`config.mk`:
```
export PLATFORM = sky130hd
export DESIGN_NAME = cpu_exec_ctrl_flat
export DESIGN_NICKNAME = d
export VERILOG_FILES = /design/src/rtl/cpu_exec_ctrl_if.sv /design/src/rtl/cpu_exec_ctrl.sv /design/src/flat_wrapper.sv
export SDC_FILE = /design/constraint.sdc
export NUM_CORES = 1
export LEC_CHECK = 0
export ABC_AREA = 0
export BUFFER_PORTS_ARGS = -buffer_cell sky130_fd_sc_hd__clkbuf_2
export CORE_MARGIN = 2
export CORE_UTILIZATION = 56
export DETAILED_ROUTE_END_ITERATION = 12
export PLACE_DENSITY_LB_ADDON = 0.05
export SETUP_SLACK_MARGIN = 0.02
export SLEW_MARGIN = 20
export SYNTH_ARGS = -nofsm -noshare
export SYNTH_HDL_FRONTEND = slang
export SYNTH_SLANG_ARGS = --single-unit
```
`constraint.sdc`:
```
create_clock -name clk -period 2.7 [get_ports clk]
set_clock_uncertainty 0.15 [all_clocks]
set_input_delay 0.54 -clock clk [delete_from_list [all_inputs] [get_ports clk]]
set_output_delay 0.54 -clock clk [all_outputs]
set_load 0.005 [all_outputs]
```
`src/rtl/cpu_exec_ctrl_if.sv`:
```
// Board-side control and status bundle for the CPU execution controller.
// The master drives the switches, buttons and core PC; the slave (the
// controller) returns the clock-enable and the status shown on LEDs/display.
interface cpu_exec_ctrl_if #(
  parameter int PC_W = 8
);
  logic            run_sw;
  logic            step_btn;
  logic            clr_count;
  logic            bkpt_en;
  logic [PC_W-1:0] bkpt_pc;
  logic [PC_W-1:0] pc_value;
  logic            cpu_en;
  logic [1:0]      state;
  logic            halted;
  logic [15:0]     instr_count;

  modport master (
    output run_sw, step_btn, clr_count, bkpt_en, bkpt_pc, pc_value,
    input  cpu_en, state, halted, instr_count
  );

  modport slave (
    input  run_sw, step_btn, clr_count, bkpt_en, bkpt_pc, pc_value,
    output cpu_en, state, halted, instr_count
  );
endinterface

```
`src/rtl/cpu_exec_ctrl.sv`:
```
// Execution controller: turns the run switch, the step button and a PC
// breakpoint into a single-cycle clock-enable for the CPU core, and counts
// how many instructions have been issued.
module cpu_exec_ctrl #(
  parameter int RUN_PERIOD = 8192,
  parameter int DEB_CYCLES = 65536,
  parameter int PC_W       = 8
) (
  input  logic            clk,
  input  logic            rst_n,
  cpu_exec_ctrl_if.slave  bus
);

  localparam int PRESC_W = (RUN_PERIOD > 1) ? $clog2(RUN_PERIOD) : 1;
  localparam int DEB_W   = (DEB_CYCLES > 1) ? $clog2(DEB_CYCLES) : 1;
  localparam logic [PRESC_W-1:0] PRESC_LAST = PRESC_W'(RUN_PERIOD - 1);
  localparam logic [DEB_W-1:0]   DEB_LAST   = DEB_W'(DEB_CYCLES - 1);

  typedef enum logic [1:0] {
    ST_HALT  = 2'd0,
    ST_RUN   = 2'd1,
    ST_STEP  = 2'd2,
    ST_BREAK = 2'd3
  } state_t;

  state_t             state_q;
  logic [PRESC_W-1:0] presc_q;
  logic [1:0]         run_sync_q;
  logic [1:0]         btn_sync_q;
  logic               btn_db_q;
  logic               btn_db_prev_q;
  logic [DEB_W-1:0]   deb_cnt_q;
  logic [15:0]        instr_cnt_q;
  logic [15:0]        instr_cnt_d;

  logic run_s;
  logic btn_s;
  logic step_req;
  logic cpu_en;
  logic bkpt_hit;

  assign run_s    = run_sync_q[1];
  assign btn_s    = btn_sync_q[1];
  assign step_req = btn_db_q & ~btn_db_prev_q;
  assign bkpt_hit = bus.bkpt_en && (bus.pc_value == bus.bkpt_pc);

  // Enable and status are decoded from registered state only, so the async
  // reset removes cpu_en immediately and no input reaches the outputs.
  assign cpu_en          = (state_q == ST_STEP) ||
                           ((state_q == ST_RUN) && (presc_q == PRESC_LAST));
  assign bus.cpu_en      = cpu_en;
  assign bus.state       = state_q;
  assign bus.halted      = (state_q != ST_RUN);
  assign bus.instr_count = instr_cnt_q;

  // Two-flop synchronizers for the raw switch and button.
  always_ff @(posedge clk or negedge rst_n) begin
    if (!rst_n) begin
      run_sync_q <= 2'b00;
      btn_sync_q <= 2'b00;
    end else begin
      // NOTE: every flop here uses non-blocking assignment so all registers
      // sample the pre-edge values; blocking would collapse the 2-flop chain.
      run_sync_q <= {run_sync_q[0], bus.run_sw};
      btn_sync_q <= {btn_sync_q[0], bus.step_btn};
    end
  end

  // Debouncer: accept a new button level after DEB_CYCLES differing samples.
  always_ff @(posedge clk or negedge rst_n) begin
    if (!rst_n) begin
      btn_db_q      <= 1'b0;
      btn_db_prev_q <= 1'b0;
      deb_cnt_q     <= '0;
    end else begin
      btn_db_prev_q <= btn_db_q;
      if (btn_s == btn_db_q) begin
        deb_cnt_q <= '0;
      end else if (deb_cnt_q == DEB_LAST) begin
        btn_db_q  <= btn_s;
        deb_cnt_q <= '0;
      end else begin
        deb_cnt_q <= deb_cnt_q + 1'b1;
      end
    end
  end

  // Mode FSM with the RUN prescaler; one transition per clock.
  always_ff @(posedge clk or negedge rst_n) begin
    if (!rst_n) begin
      state_q <= ST_HALT;
      presc_q <= '0;
    end else begin
      case (state_q)
        ST_HALT: begin
          presc_q <= '0;
          if (run_s)         state_q <= ST_RUN;
          else if (step_req) state_q <= ST_STEP;
        end
        ST_STEP: begin
          presc_q <= '0;
          state_q <= ST_HALT;
        end
        ST_RUN: begin
          if (!run_s) begin
            state_q <= ST_HALT;
            presc_q <= '0;
          end else if ((presc_q == '0) && bkpt_hit) begin
            state_q <= ST_BREAK;
            presc_q <= '0;
          end else begin
            presc_q <= (presc_q == PRESC_LAST) ? '0 : presc_q + 1'b1;
          end
        end
        ST_BREAK: begin
          presc_q <= '0;
          if (!run_s) state_q <= ST_HALT;
        end
        default: begin
          state_q <= ST_HALT;
          presc_q <= '0;
        end
      endcase
    end
  end

  // Next instruction count: clear wins, otherwise saturating increment.
  always_comb begin
    // NOTE: the default assignment up front keeps this block free of latches.
    instr_cnt_d = instr_cnt_q;
    if (bus.clr_count)                          instr_cnt_d = 16'd0;
    else if (cpu_en && (instr_cnt_q != 16'hFFFF)) instr_cnt_d = instr_cnt_q + 16'd1;
  end

  // Instruction counter register.
  always_ff @(posedge clk or negedge rst_n) begin
    if (!rst_n) instr_cnt_q <= 16'd0;
    else        instr_cnt_q <= instr_cnt_d;
  end

endmodule

```
`src/flat_wrapper.sv`:
```
// flat-port wrapper written by rule: the top's interface ports become plain ports
module cpu_exec_ctrl_flat 
#(
  parameter int RUN_PERIOD = 8192,
  parameter int DEB_CYCLES = 65536,
  parameter int PC_W       = 8
)
  (clk, rst_n, bus_run_sw, bus_step_btn, bus_clr_count, bus_bkpt_en, bus_bkpt_pc, bus_pc_value, bus_cpu_en, bus_state, bus_halted, bus_instr_count);
  cpu_exec_ctrl_if #(.PC_W(PC_W)) bus_i ();
  input  logic clk;
  input  logic rst_n;
  input wire logic [$bits(bus_i.run_sw)-1:0] bus_run_sw;
  input wire logic [$bits(bus_i.step_btn)-1:0] bus_step_btn;
  input wire logic [$bits(bus_i.clr_count)-1:0] bus_clr_count;
  input wire logic [$bits(bus_i.bkpt_en)-1:0] bus_bkpt_en;
  input wire logic [$bits(bus_i.bkpt_pc)-1:0] bus_bkpt_pc;
  input wire logic [$bits(bus_i.pc_value)-1:0] bus_pc_value;
  output wire logic [$bits(bus_i.cpu_en)-1:0] bus_cpu_en;
  output wire logic [$bits(bus_i.state)-1:0] bus_state;
  output wire logic [$bits(bus_i.halted)-1:0] bus_halted;
  output wire logic [$bits(bus_i.instr_count)-1:0] bus_instr_count;
  assign bus_i.run_sw = bus_run_sw;
  assign bus_i.step_btn = bus_step_btn;
  assign bus_i.clr_count = bus_clr_count;
  assign bus_i.bkpt_en = bus_bkpt_en;
  assign bus_i.bkpt_pc = bus_bkpt_pc;
  assign bus_i.pc_value = bus_pc_value;
  assign bus_cpu_en = bus_i.cpu_en;
  assign bus_state = bus_i.state;
  assign bus_halted = bus_i.halted;
  assign bus_instr_count = bus_i.instr_count;
  cpu_exec_ctrl #(.RUN_PERIOD(RUN_PERIOD), .DEB_CYCLES(DEB_CYCLES), .PC_W(PC_W)) u_core (.clk(clk), .rst_n(rst_n), .bus(bus_i));
endmodule
```
Yosys cells after proc, flatten, opt, wreduce, memory -nomap -nowiden

Cells that the tools add are included.

Register bits: 53
Input port bits: 22

Add/sub/neg operators: 3
Eq/ne operators: 12
Muxes and demuxes: 14
Bitwise gates (word level): 3
Reduce and logical (&&, ||, !) cells: 11

Operator list:

| cell                    | number |
|---|---|
| $mux W16                | 4 |
| $mux W13                | 3 |
| $add A16 B1 Y16 const B | 2 |
| $pmux W13 S2            | 1 |
| $eq A16 B16 Y1 const B  | 1 |
| $ne A16 B16 Y1 const B  | 1 |
| $add A13 B1 Y13 const B | 1 |
| $eq A13 B13 Y1 const B  | 1 |
| $logic_not A13 Y1       | 1 |
| $mux W2                 | 5 |
| $eq A8 B8 Y1            | 1 |
| $pmux W2 S4             | 1 |
| $eq A2 B2 Y1 const B    | 2 |
| $logic_and A1 B1 Y1     | 4 |
| $ne A3 B1 Y1 const B    | 1 |
| $ne A3 B3 Y1 const B    | 1 |
| $reduce_and A3 Y1       | 1 |
| $reduce_or A3 Y1        | 1 |
| $eq A2 B1 Y1 const B    | 1 |
| $logic_not A2 Y1        | 1 |
| $ne A2 B1 Y1 const B    | 1 |
| $ne A2 B2 Y1 const B    | 1 |
| $not A1 Y1              | 2 |
| $reduce_and A2 Y1       | 1 |
| other kinds (4)         | 4 |

Depth between registers and ports, before layout

Gate-level depths: netlist (run 1).

Word-level depth: 6
Gate-level depth with buffers: 8
Gate-level depth less buffers: 7

Worst setup path before layout (run 1)

No wires, ideal clock.

Kind: reg-to-output
Start: reg u_core.presc_q[0]
End: out bus_cpu_en
Data arrival time: 1.614 ns
Data required time: 2.010 ns
Path slack: 0.396 ns
Cell stages (with the launch flop): 8
Buffers on the path: 2
Cell sequence: dfrtp_1 -> ha_1 -> and4_1 -> nand4_1 -> o21a_1 -> buf_2 -> clkbuf_1 -> inv_1

Cells in the longest elaborated chain, start to end: 3

Ends and longest elaborated chain:

| element                | line                 | RTL |
|---|---|---|
| from (decl)            | cpu_exec_ctrl.sv:27  | `logic [PRESC_W-1:0] presc_q;` |
| from (signal assigned) | cpu_exec_ctrl.sv:112 | `presc_q <= (presc_q == PRESC_LAST) ? '0 : presc_q + 1'b1;` |
| $eq A13 B13 Y1         | cpu_exec_ctrl.sv:50  | `((state_q == ST_RUN) && (presc_q == PRESC_LAST));` |
| $logic_and A1 B1 Y1    | cpu_exec_ctrl.sv:50  |  |
| $logic_or A1 B1 Y1     | cpu_exec_ctrl.sv:49  | `assign cpu_en = (state_q == ST_STEP) \|\|` |
| to (decl)              | flat_wrapper.sv:18   | `output wire logic [$bits(bus_i.cpu_en)-1:0] bus_cpu_en;` |

Every way passes these cells.

Worst setup path in the final report (run 1)

Same ends and word-level chain as after synthesis.

==> results of run 1 <==
[worst min-delay path by stage]
stage | startpoint | endpoint | slack [ns] | cells past startpoint
floorplan | rst_n | u_core.btn_db_prev_q$_DFF_PN0_ | 0.09 | 0
global placement | u_core.btn_sync_q[0]$_DFF_PN0_ | u_core.btn_sync_q[1]$_DFF_PN0_ | 0.19 | 0
detailed placement | u_core.btn_sync_q[0]$_DFF_PN0_ | u_core.btn_sync_q[1]$_DFF_PN0_ | 0.19 | 0
CTS | bus_run_sw | u_core.run_sync_q[0]$_DFF_PN0_ | 0.19 | 1
global route | bus_step_btn | u_core.btn_sync_q[0]$_DFF_PN0_ | 0.19 | 1
finish | rst_n | u_core.bus.instr_count[11]$_DFFE_PN0P_ | 0.19 | 2
[sequential cells by signal (all words and copies together), names as in the netlist]
name                    cells
u_core.deb_cnt_q           16
u_core.presc_q             13
u_core.btn_db_prev_q        1
u_core.run_sync_q           2
u_core.btn_sync_q           2
u_core.bus.instr_count     16
u_core.bus.state            2
u_core.btn_db_q             1
[final cells by class]
type,count,area share (%)
timing repair buffer,44,7.50
tap,54,2.22
sequential,53,43.7
clock buffer,7,2.84
inverter,10,1.24
multi-input combinational,200,41.5
clock inverter,1,0.989
[kinds of logic (layout without fill, tap and decap cells)]
kind of cell,count (synthesis),count (layout),share of synthesized area [%]
buffers and inverters,19,62,3.55
AO/OA/AOI/OAI,30,30,7.25
multiplexers,4,4,1.68
AND/OR/NAND/NOR,129,129,25.3
XOR/XNOR,33,33,10.8
flip-flops,53,53,49.6
adder cells (fa/ha/maj),4,4,1.87
[layer usage]
metal	global-route usage, %	vias to the layer above	part of all wire [%]
li1	-	1033	-
met1	28.4	937	51
met2	31.5	35	45
met3	3.31	6	3.0
met4	4.94	0	1.1
met5	0	-	0
[through the flow]
step | worst slack [ns] | total power, uW
4_1_cts | 0.0589 | 1450
5_1_grt | 0.0337 | 1480
3_5_place_dp | 0.115 | 898
6_report | 0.196 | 1430
2_1_floorplan | 0.396 | 857
3_3_place_gp | 0.133 | 898
[critical path: cells and delay by family (launching register included)]
family / cells / cell delay [ns]
flip-flops: 1 / 0.42
buffers and inverters: 2 / 0.18
AO/OA/AOI/OAI: 1 / 0.32
adder cells (fa/ha/maj): 1 / 0.25
AND/OR/NAND/NOR: 2 / 0.34
[cells in the final DEF, fill, tap and decap left out, types with 2 or more instances in the layout]
cell,n
clkbuf_8,6
or3_1,2
nand2b_1,3
o31ai_1,10
buf_4,3
nor2_1,44
mux2_1,2
dfrtp_1,53
o21ai_0,2
xnor2_1,14
inv_1,10
clkbuf_2,41
mux2_2,2
nor2b_1,3
xor2_1,19
or4_1,12
nand2_1,14
and4_1,2
ha_1,4
nor3_1,4
nand4_1,8
nand3_1,20
a21oi_1,12
and3_1,4
nor4_1,7
[power breakdown]
| part | switching, uW | leakage, uW | internal, uW | total (uW) |
|---|---|---|---|---|
| Sequential | 7.83 | 0.000726 | 802 | 810 |
| Combinational | 43.9 | 0.000572 | 27.1 | 71.0 |
| Clock | 242 | 0.0000585 | 302 | 545 |
==> results.py, run 1 <==
metrics = {
    "clock_network": {
        "cts_root_buf": "clkbuf_8",
        "clock_latency_ns": 0.30,
        "cts_tree": "done",
        "cts_setup_buffers": 0,
        "cts.sinks": 53,
        "clkTransAtPathRegs_ns": 0.09,
        "htree_levels": 2,
        "clk_path_buf_depth": 2,
        "cts_resized": 1,
        "postCtsHoldBufs": 0,
        "cts_buffers": 5,
    },
    "sta": {
        "finalMaxSlewViolations": 0,
        "tightest_slew_ns": 0.656,
        "holdWs_ns": 0.188,
        "rsz0062_at_grt": "no",
        "post-route-period-util_pct": 92.7,
        "hold_viol": 0,
        "setup_tns_ns": 0,
        "max_freq_mhz": 399,
        "min_period_ns": 2.50,
        "setup_viol": 0,
        "slew_headroom_pct": 56.2,
    },
    "routing": {
        "routedWlPerCell_um": 13.0,
        "vias": 2011,
        "dr.first_iter.drc_count": 118,
        "drc_errors": 0,
        "final_antenna_net_count": 0,
        "viasPerCell": 5.45,
        "totalWireLength_um": 4800,
        "dr.pass1.iters": 4,
    },
    "finish": {
        "fill_cells": 386,
        "drive_gt1_share_pct": 18.7,
        "diodes": 0,
        "final_net_count": 340,
        "area_growth_pct": 13.5,
        "final_core_util_pct": 65.2,
        "multi_input_area_um2": 1260,
        "layout.cells.non_filler": 369,
        "seq_area_um2": 1330,
        "final_area_um2": 3040,
    },
    "setup_path": {
        "path_class": "reg -> out",
        "r2r_cells": 6,
        "critical_path.endpoint_type": "primary output",
        "crit_end": "bus_cpu_en",
        "cp.required_ns": 2.01,
        "r2r_slack_ns": 0.42,
        "max_stage_delay_ns": 0.42,
        "path_max_fanout": 30,
        "r2r-end": "u_core.bus.instr_count[5]$_DFFE_PN0P_",
        "startpoint": "u_core.presc_q[0]$_DFF_PN0_",
        "cp_data_arrival_time_ns": 1.81,
        "path_cells": "ha_1 > and4_1 > nand4_1 > o21a_4 > inv_1 > clkbuf_2",
        "cp-start-kind": "register",
        "r2r-start": "u_core.presc_q[0]$_DFF_PN0_",
        "crit_path_top_delay_cell": "dfrtp_1",
    },
    "synthesis": {
        "syn_area_um2": 2680,
        "synth.distinct_cells": 37,
        "synth_cells": 272,
        "synth_area_leaders": "dfrtp_1, xor2_1, nor2_1",
        "synth_ff_type": "dfrtp_1",
        "synth_top_cell_by_area": "dfrtp_1",
        "syn_nets": 298,
        "avgSynthCellArea_um2": 9.83,
        "yosys_warnings": 0,
        "yosys.area.top_type_share_pct": 49.6,
        "ys_seq_area_share_pct": 49.6,
        "ys_ff_latch": 53,
        "synth.most_common_cell": "dfrtp_1",
        "synth_commonest_cells": "dfrtp_1, nor2_1, nand3_1",
        "async_flop_share_pct": 100,
        "synth-edff-count": 0,
    },
    "global_route": {
        "grt_max_degree": 54,
        "grt_pass1_wl_um": 8440,
        "track_usage_pct": 19.8,
        "grt_overflow": 0,
        "antenna_found_initial": 0,
        "grt_pass1_vias": 1912,
    },
    "pwr": {
        "vdd_drop_max_v": 0.000300,
        "power_density_nw_per_um2": 469,
        "p_leak_uw": 0.00136,
    },
    "place": {
        "port_buffers": 41,
        "routabilityCongestion": 0.788,
        "place_area_um2": 2910,
        "dp.final_hpwl_um": 3360,
        "placed_cells": 361,
    },
    "run_status": {
        "status": "complete, no violations",
    },
    "floorplan": {
        "fp.dieW_um": 73.1,
        "ios": 42,
        "core_um2": 4660,
        "num_rows": 25,
        "die_h_um": 73.1,
        "initial_core_util_pct": 57.4,
        "die_area_um2": 5350,
    },
    "hold_path": {
        "hold_class": "in -> async",
    },
    "flow_run": {
        "drv_cap": 0,
    },
}
Note: power is estimated with default switching activity, not from simulation.
==> run 2, diff against run 1 <==
Settings changed: MAX_ROUTING_LAYER set to met4.
==> results.py, run 2 (same netlist as run 1, synthesis figures left out) <==
metrics = {
    "clock_network": {
        "clkTransAtPathRegs_ns": 0.09,
        "htree_levels": 2,
        "clk_path_buf_depth": 2,
        "clock_latency_ns": 0.30,
        "cts_buffers": 5,
        "cts.sinks": 53,
        "cts_tree": "done",
        "cts_setup_buffers": 0,
        "cts_root_buf": "clkbuf_8",
    },
    "sta": {
        "rsz0062_at_grt": "no",
        "max_freq_mhz": 399,
        "post-route-period-util_pct": 92.7,
        "tightest_slew_ns": 0.656,
        "setup_viol": 0,
        "setup_tns_ns": 0,
        "slew_headroom_pct": 56.2,
        "min_period_ns": 2.50,
        "finalMaxSlewViolations": 0,
        "holdWs_ns": 0.189,
        "hold_viol": 0,
    },
    "pwr": {
        "switchingPower_uw": 294,
        "p_leak_uw": 0.00136,
        "power_density_nw_per_um2": 469,
        "p_int_uw": 1130,
        "p_seq_share_pct": 56.8,
        "vdd_drop_max_v": 0.000300,
        "clockPowerShare_pct": 38.2,
        "swShare_pct": 20.6,
        "share_comb_of_total_power_pct": 5.0,
    },
    "setup_path": {
        "cp.required_ns": 2.01,
        "path_max_fanout": 30,
        "cp_data_arrival_time_ns": 1.81,
        "cp-start-kind": "register",
        "path_class": "reg -> out",
        "critical_path.endpoint_type": "primary output",
    },
    "floorplan": {
        "die_area_um2": 5350,
        "ios": 42,
        "initial_core_util_pct": 57.4,
        "core_um2": 4660,
        "fp.dieW_um": 73.1,
        "die_h_um": 73.1,
        "num_rows": 25,
    },
    "routing": {
        "drc_errors": 0,
        "dr.first_iter.drc_count": 120,
        "totalWireLength_um": 4790,
        "vias": 2012,
        "routedWlPerCell_um": 13.0,
        "final_antenna_net_count": 0,
        "dr.pass1.iters": 4,
        "viasPerCell": 5.45,
    },
    "finish": {
        "final_area_um2": 3040,
        "final_cell_mix": "dfrtp_1, nor2_1, clkbuf_2",
        "area_growth_pct": 13.5,
        "layout.cells.non_filler": 369,
        "drive_gt1_share_pct": 18.7,
        "final_net_count": 340,
        "final_core_util_pct": 65.2,
        "diodes": 0,
        "mostFrequentLayoutCell": "dfrtp_1",
    },
    "place": {
        "port_buffers": 41,
        "routabilityCongestion": 0.799,
        "placed_cells": 361,
        "place_area_um2": 2910,
        "dp.final_hpwl_um": 3360,
    },
    "global_route": {
        "grt_overflow": 0,
        "track_usage_pct": 20.5,
        "grt_max_degree": 54,
        "grt_pass1_wl_um": 8440,
        "antenna_found_initial": 0,
        "grt_pass1_vias": 1911,
    },
    "hold_path": {
        "hold_class": "in -> async",
    },
    "flow_run": {
        "drv_cap": 0,
    },
    "run_status": {
        "status": "complete, no violations",
    },
}
-- run 2: cell type report --
| class | count | area (um2) |
|---|---|---|
| Multi-Input combinational cell | 200 | 1260 |
| Clock inverter | 1 | 30.0 |
| Tap cell | 54 | 67.6 |
| Clock buffer | 7 | 86.3 |
| Timing Repair Buffer | 44 | 228 |
| Sequential cell | 53 | 1330 |
| Inverter | 10 | 37.5 |
| Fill cell | 386 | 1620 |
-- run 2: path summary, 6_finish.rpt --
| check | from | endpoint | slack (ns) | cells past startpoint |
|---|---|---|---|---|
| max in group asynchronous | rst_n | u_core.deb_cnt_q[3]$_DFF_PN0_ | 1.75 | 2 |
| min | rst_n | u_core.bus.instr_count[11]$_DFFE_PN0P_ | 0.19 | 2 |
| min reg2reg | u_core.btn_sync_q[0]$_DFF_PN0_ | u_core.btn_sync_q[1]$_DFF_PN0_ | 0.21 | 0 |
| max | u_core.presc_q[0]$_DFF_PN0_ | bus_cpu_en | 0.20 | 6 |
| max reg2reg | u_core.presc_q[0]$_DFF_PN0_ | u_core.bus.instr_count[5]$_DFFE_PN0P_ | 0.42 | 6 |
| min in group clk | bus_step_btn | u_core.btn_sync_q[0]$_DFF_PN0_ | 0.20 | 1 |
-- run 2: what timing repair did --
item	CTS	global route
resized for setup	1	1
endpoints found under the setup margin	1	1
hold buffers	0	0
-- run 2: stage by stage --
stage / setup slack (ns) / total power (uW)
2_1_floorplan: 0.396 / 857
6_report: 0.197 / 1430
3_3_place_gp: 0.133 / 898
3_5_place_dp: 0.115 / 898
4_1_cts: 0.0589 / 1450
5_1_grt: 0.0302 / 1480
-- run 2: power groups by stage --
stage	Combinational [uW]	Sequential, uW	Clock [uW]
floorplan	32.2	824	0
global placement	72.2	825	0
detailed placement	72.6	826	0
CTS	73.3	810	564
global route	83.9	812	587
finish	71.0	810	544
-- run 2: critical path, cell delays in order, from the launching register on --
cell and delay, ns:
dfrtp_1 0.42, ha_1 0.25, and4_1 0.22, nand4_1 0.12
o21a_4 0.32, inv_1 0.07, clkbuf_2 0.11
-- run 2: routing by layer --
metal / global-route usage, % / wire length [um] / vias to the layer above
met4: 4.32 / 38 / 0
met2: 31.5 / 2140 / 35
met1: 28.4 / 2450 / 938
met3: 4.14 / 160 / 6
met5: - / 0 / -
li1: - / - / 1033
==> run 3, diff against run 2 <==
Settings changed: CORE_MARGIN 2 to not set, CORE_UTILIZATION 56 to 50, GPL_ROUTABILITY_DRIVEN set to 0.
==> results.py, run 3 (same netlist as run 1, synthesis figures left out) <==
metrics = {
    "sta": {
        "tightest_slew_ns": 0.667,
        "rsz0062_at_grt": "no",
        "min_period_ns": 2.45,
        "setup_tns_ns": 0,
        "max_freq_mhz": 407,
        "post-route-period-util_pct": 90.9,
        "hold_viol": 0,
        "slew_headroom_pct": 55.5,
        "setup_viol": 0,
        "finalMaxSlewViolations": 0,
    },
    "run_status": {
        "status": "complete, no violations",
    },
    "clock_network": {
        "cts_tree": "done",
        "clock_latency_ns": 0.32,
        "cts_setup_buffers": 0,
        "htree_levels": 2,
        "cts.sinks": 53,
        "clkTransAtPathRegs_ns": 0.10,
        "cts_resized": 0,
        "clk_path_buf_depth": 2,
        "postCtsHoldBufs": 0,
        "cts_root_buf": "clkbuf_8",
        "cts_buffers": 5,
    },
    "finish": {
        "fill_cells": 479,
        "final_net_count": 342,
        "diodes": 0,
        "mostFrequentLayoutCell": "dfrtp_1",
        "layout.cells.non_filler": 387,
        "area_growth_pct": 13.9,
        "final_cell_mix": "dfrtp_1, nor2_1, clkbuf_2",
        "drive_gt1_share_pct": 19.2,
    },
    "floorplan": {
        "die_h_um": 75.1,
        "core_um2": 5140,
        "initial_core_util_pct": 52.0,
        "ios": 42,
        "die_area_um2": 5650,
        "fp.dieW_um": 75.1,
        "num_rows": 26,
    },
    "global_route": {
        "track_usage_pct": 20.0,
        "grt_pass1_vias": 1812,
        "antenna_found_initial": 0,
        "grt_overflow": 0,
        "grt_pass1_wl_um": 8140,
        "grt_max_degree": 54,
    },
    "routing": {
        "vias": 2045,
        "final_antenna_net_count": 0,
        "drc_errors": 0,
        "totalWireLength_um": 4940,
        "routedWlPerCell_um": 12.8,
        "viasPerCell": 5.28,
        "dr.pass1.iters": 4,
        "dr.first_iter.drc_count": 130,
    },
    "setup_path": {
        "path_max_fanout": 5,
        "path_class": "reg -> out",
        "r2r_slack_ns": 0.35,
        "cp-start-kind": "register",
        "cp_data_arrival_time_ns": 1.76,
        "r2r-end": "u_core.bus.instr_count[5]$_DFFE_PN0P_",
        "r2r_cells": 7,
        "cp.required_ns": 2.01,
        "critical_path.endpoint_type": "primary output",
        "r2r-start": "u_core.presc_q[0]$_DFF_PN0_",
    },
    "hold_path": {
        "hold_class": "in -> reg",
        "hp-start": "bus_step_btn",
        "hold_end": "u_core.btn_sync_q[0]$_DFF_PN0_",
        "whs_path_depth": 1,
    },
    "flow_run": {
        "drv_cap": 0,
    },
    "pwr": {
        "p_leak_uw": 0.00135,
        "vdd_drop_max_v": 0.000324,
        "power_density_nw_per_um2": 451,
    },
    "place": {
        "dp.final_hpwl_um": 3460,
        "placed_cells": 379,
        "port_buffers": 41,
    },
}
==> run 3: changes by cell type in the layout (fill, tap and decap cells not counted) <==
cell	change
o21a_4	-1
buf_4	+2
o21a_1	+1
clkinvlp_4	+1
clkbuf_1	-1
inv_6	+1
bufinv_16	-1
==> run 3: critical path, cell delays in order (launching register included) <==
cell and delay, ns:
dfrtp_1 0.43, ha_1 0.22, and4_1 0.22, nand4_1 0.14, o21a_1 0.24, inv_1 0.08
clkbuf_2 0.11
==> run 3: worst max-delay path by stage <==
| stage | start | depth (start not counted) | to | slack [ns] |
|---|---|---|---|---|
| 2_1_floorplan | u_core.presc_q[0]$_DFF_PN0_ | 7 | bus_cpu_en | 0.40 |
| 3_3_place_gp | u_core.presc_q[0]$_DFF_PN0_ | 7 | u_core.bus.instr_count[5]$_DFFE_PN0P_ | 0.38 |
| 3_5_place_dp | u_core.presc_q[0]$_DFF_PN0_ | 7 | u_core.bus.instr_count[6]$_DFFE_PN0P_ | 0.34 |
| 4_1_cts | u_core.presc_q[0]$_DFF_PN0_ | 6 | bus_cpu_en | 0.23 |
| 5_1_grt | u_core.presc_q[0]$_DFF_PN0_ | 6 | bus_cpu_en | 0.16 |
| 6_report | u_core.presc_q[0]$_DFF_PN0_ | 6 | bus_cpu_en | 0.25 |
==> run 3: area by class of cell <==
| cell class | instances | area [um2] | area share (%) |
|---|---|---|---|
| clock buffer | 6 | 82.6 | 2.71 |
| inverter | 10 | 37.5 | 1.23 |
| multi-input combinational | 200 | 1250 | 41.1 |
| timing repair buffer | 46 | 243 | 7.97 |
| sequential | 53 | 1330 | 43.5 |
| tap | 70 | 87.6 | 2.87 |
| clock inverter | 2 | 16.3 | 0.534 |
==> run 3: layer usage <==
layer	global-route usage, %	routed length [um]
met4	8.64	100
met3	4.02	224
met1	26.7	2530
met5	-	0
met2	29.7	2080
==> run 3: stage by stage <==
| step | cell area, um2 | utilization [%] | total power, uW | hold slack (ns) | setup slack (ns) |
|---|---|---|---|---|---|
| 2_1_floorplan | 2680 | - | 857 | 0.0944 | 0.396 |
| 3_3_place_gp | 2950 | 57.4 | 898 | 0.183 | 0.381 |
| 3_5_place_dp | 2950 | 57.4 | 899 | 0.186 | 0.345 |
| 4_1_cts | 3050 | 59.3 | 1390 | 0.159 | 0.235 |
| 5_1_grt | 3050 | 59.3 | 1430 | 0.153 | 0.158 |
| 6_report | 3050 | 59.3 | 1370 | 0.167 | 0.245 |
==> run 3: where the power goes <==
part,switching (uW),internal [uW]
logic,44.5,27.1
registers,7.86,802
clock network,280,212
total,332,1040
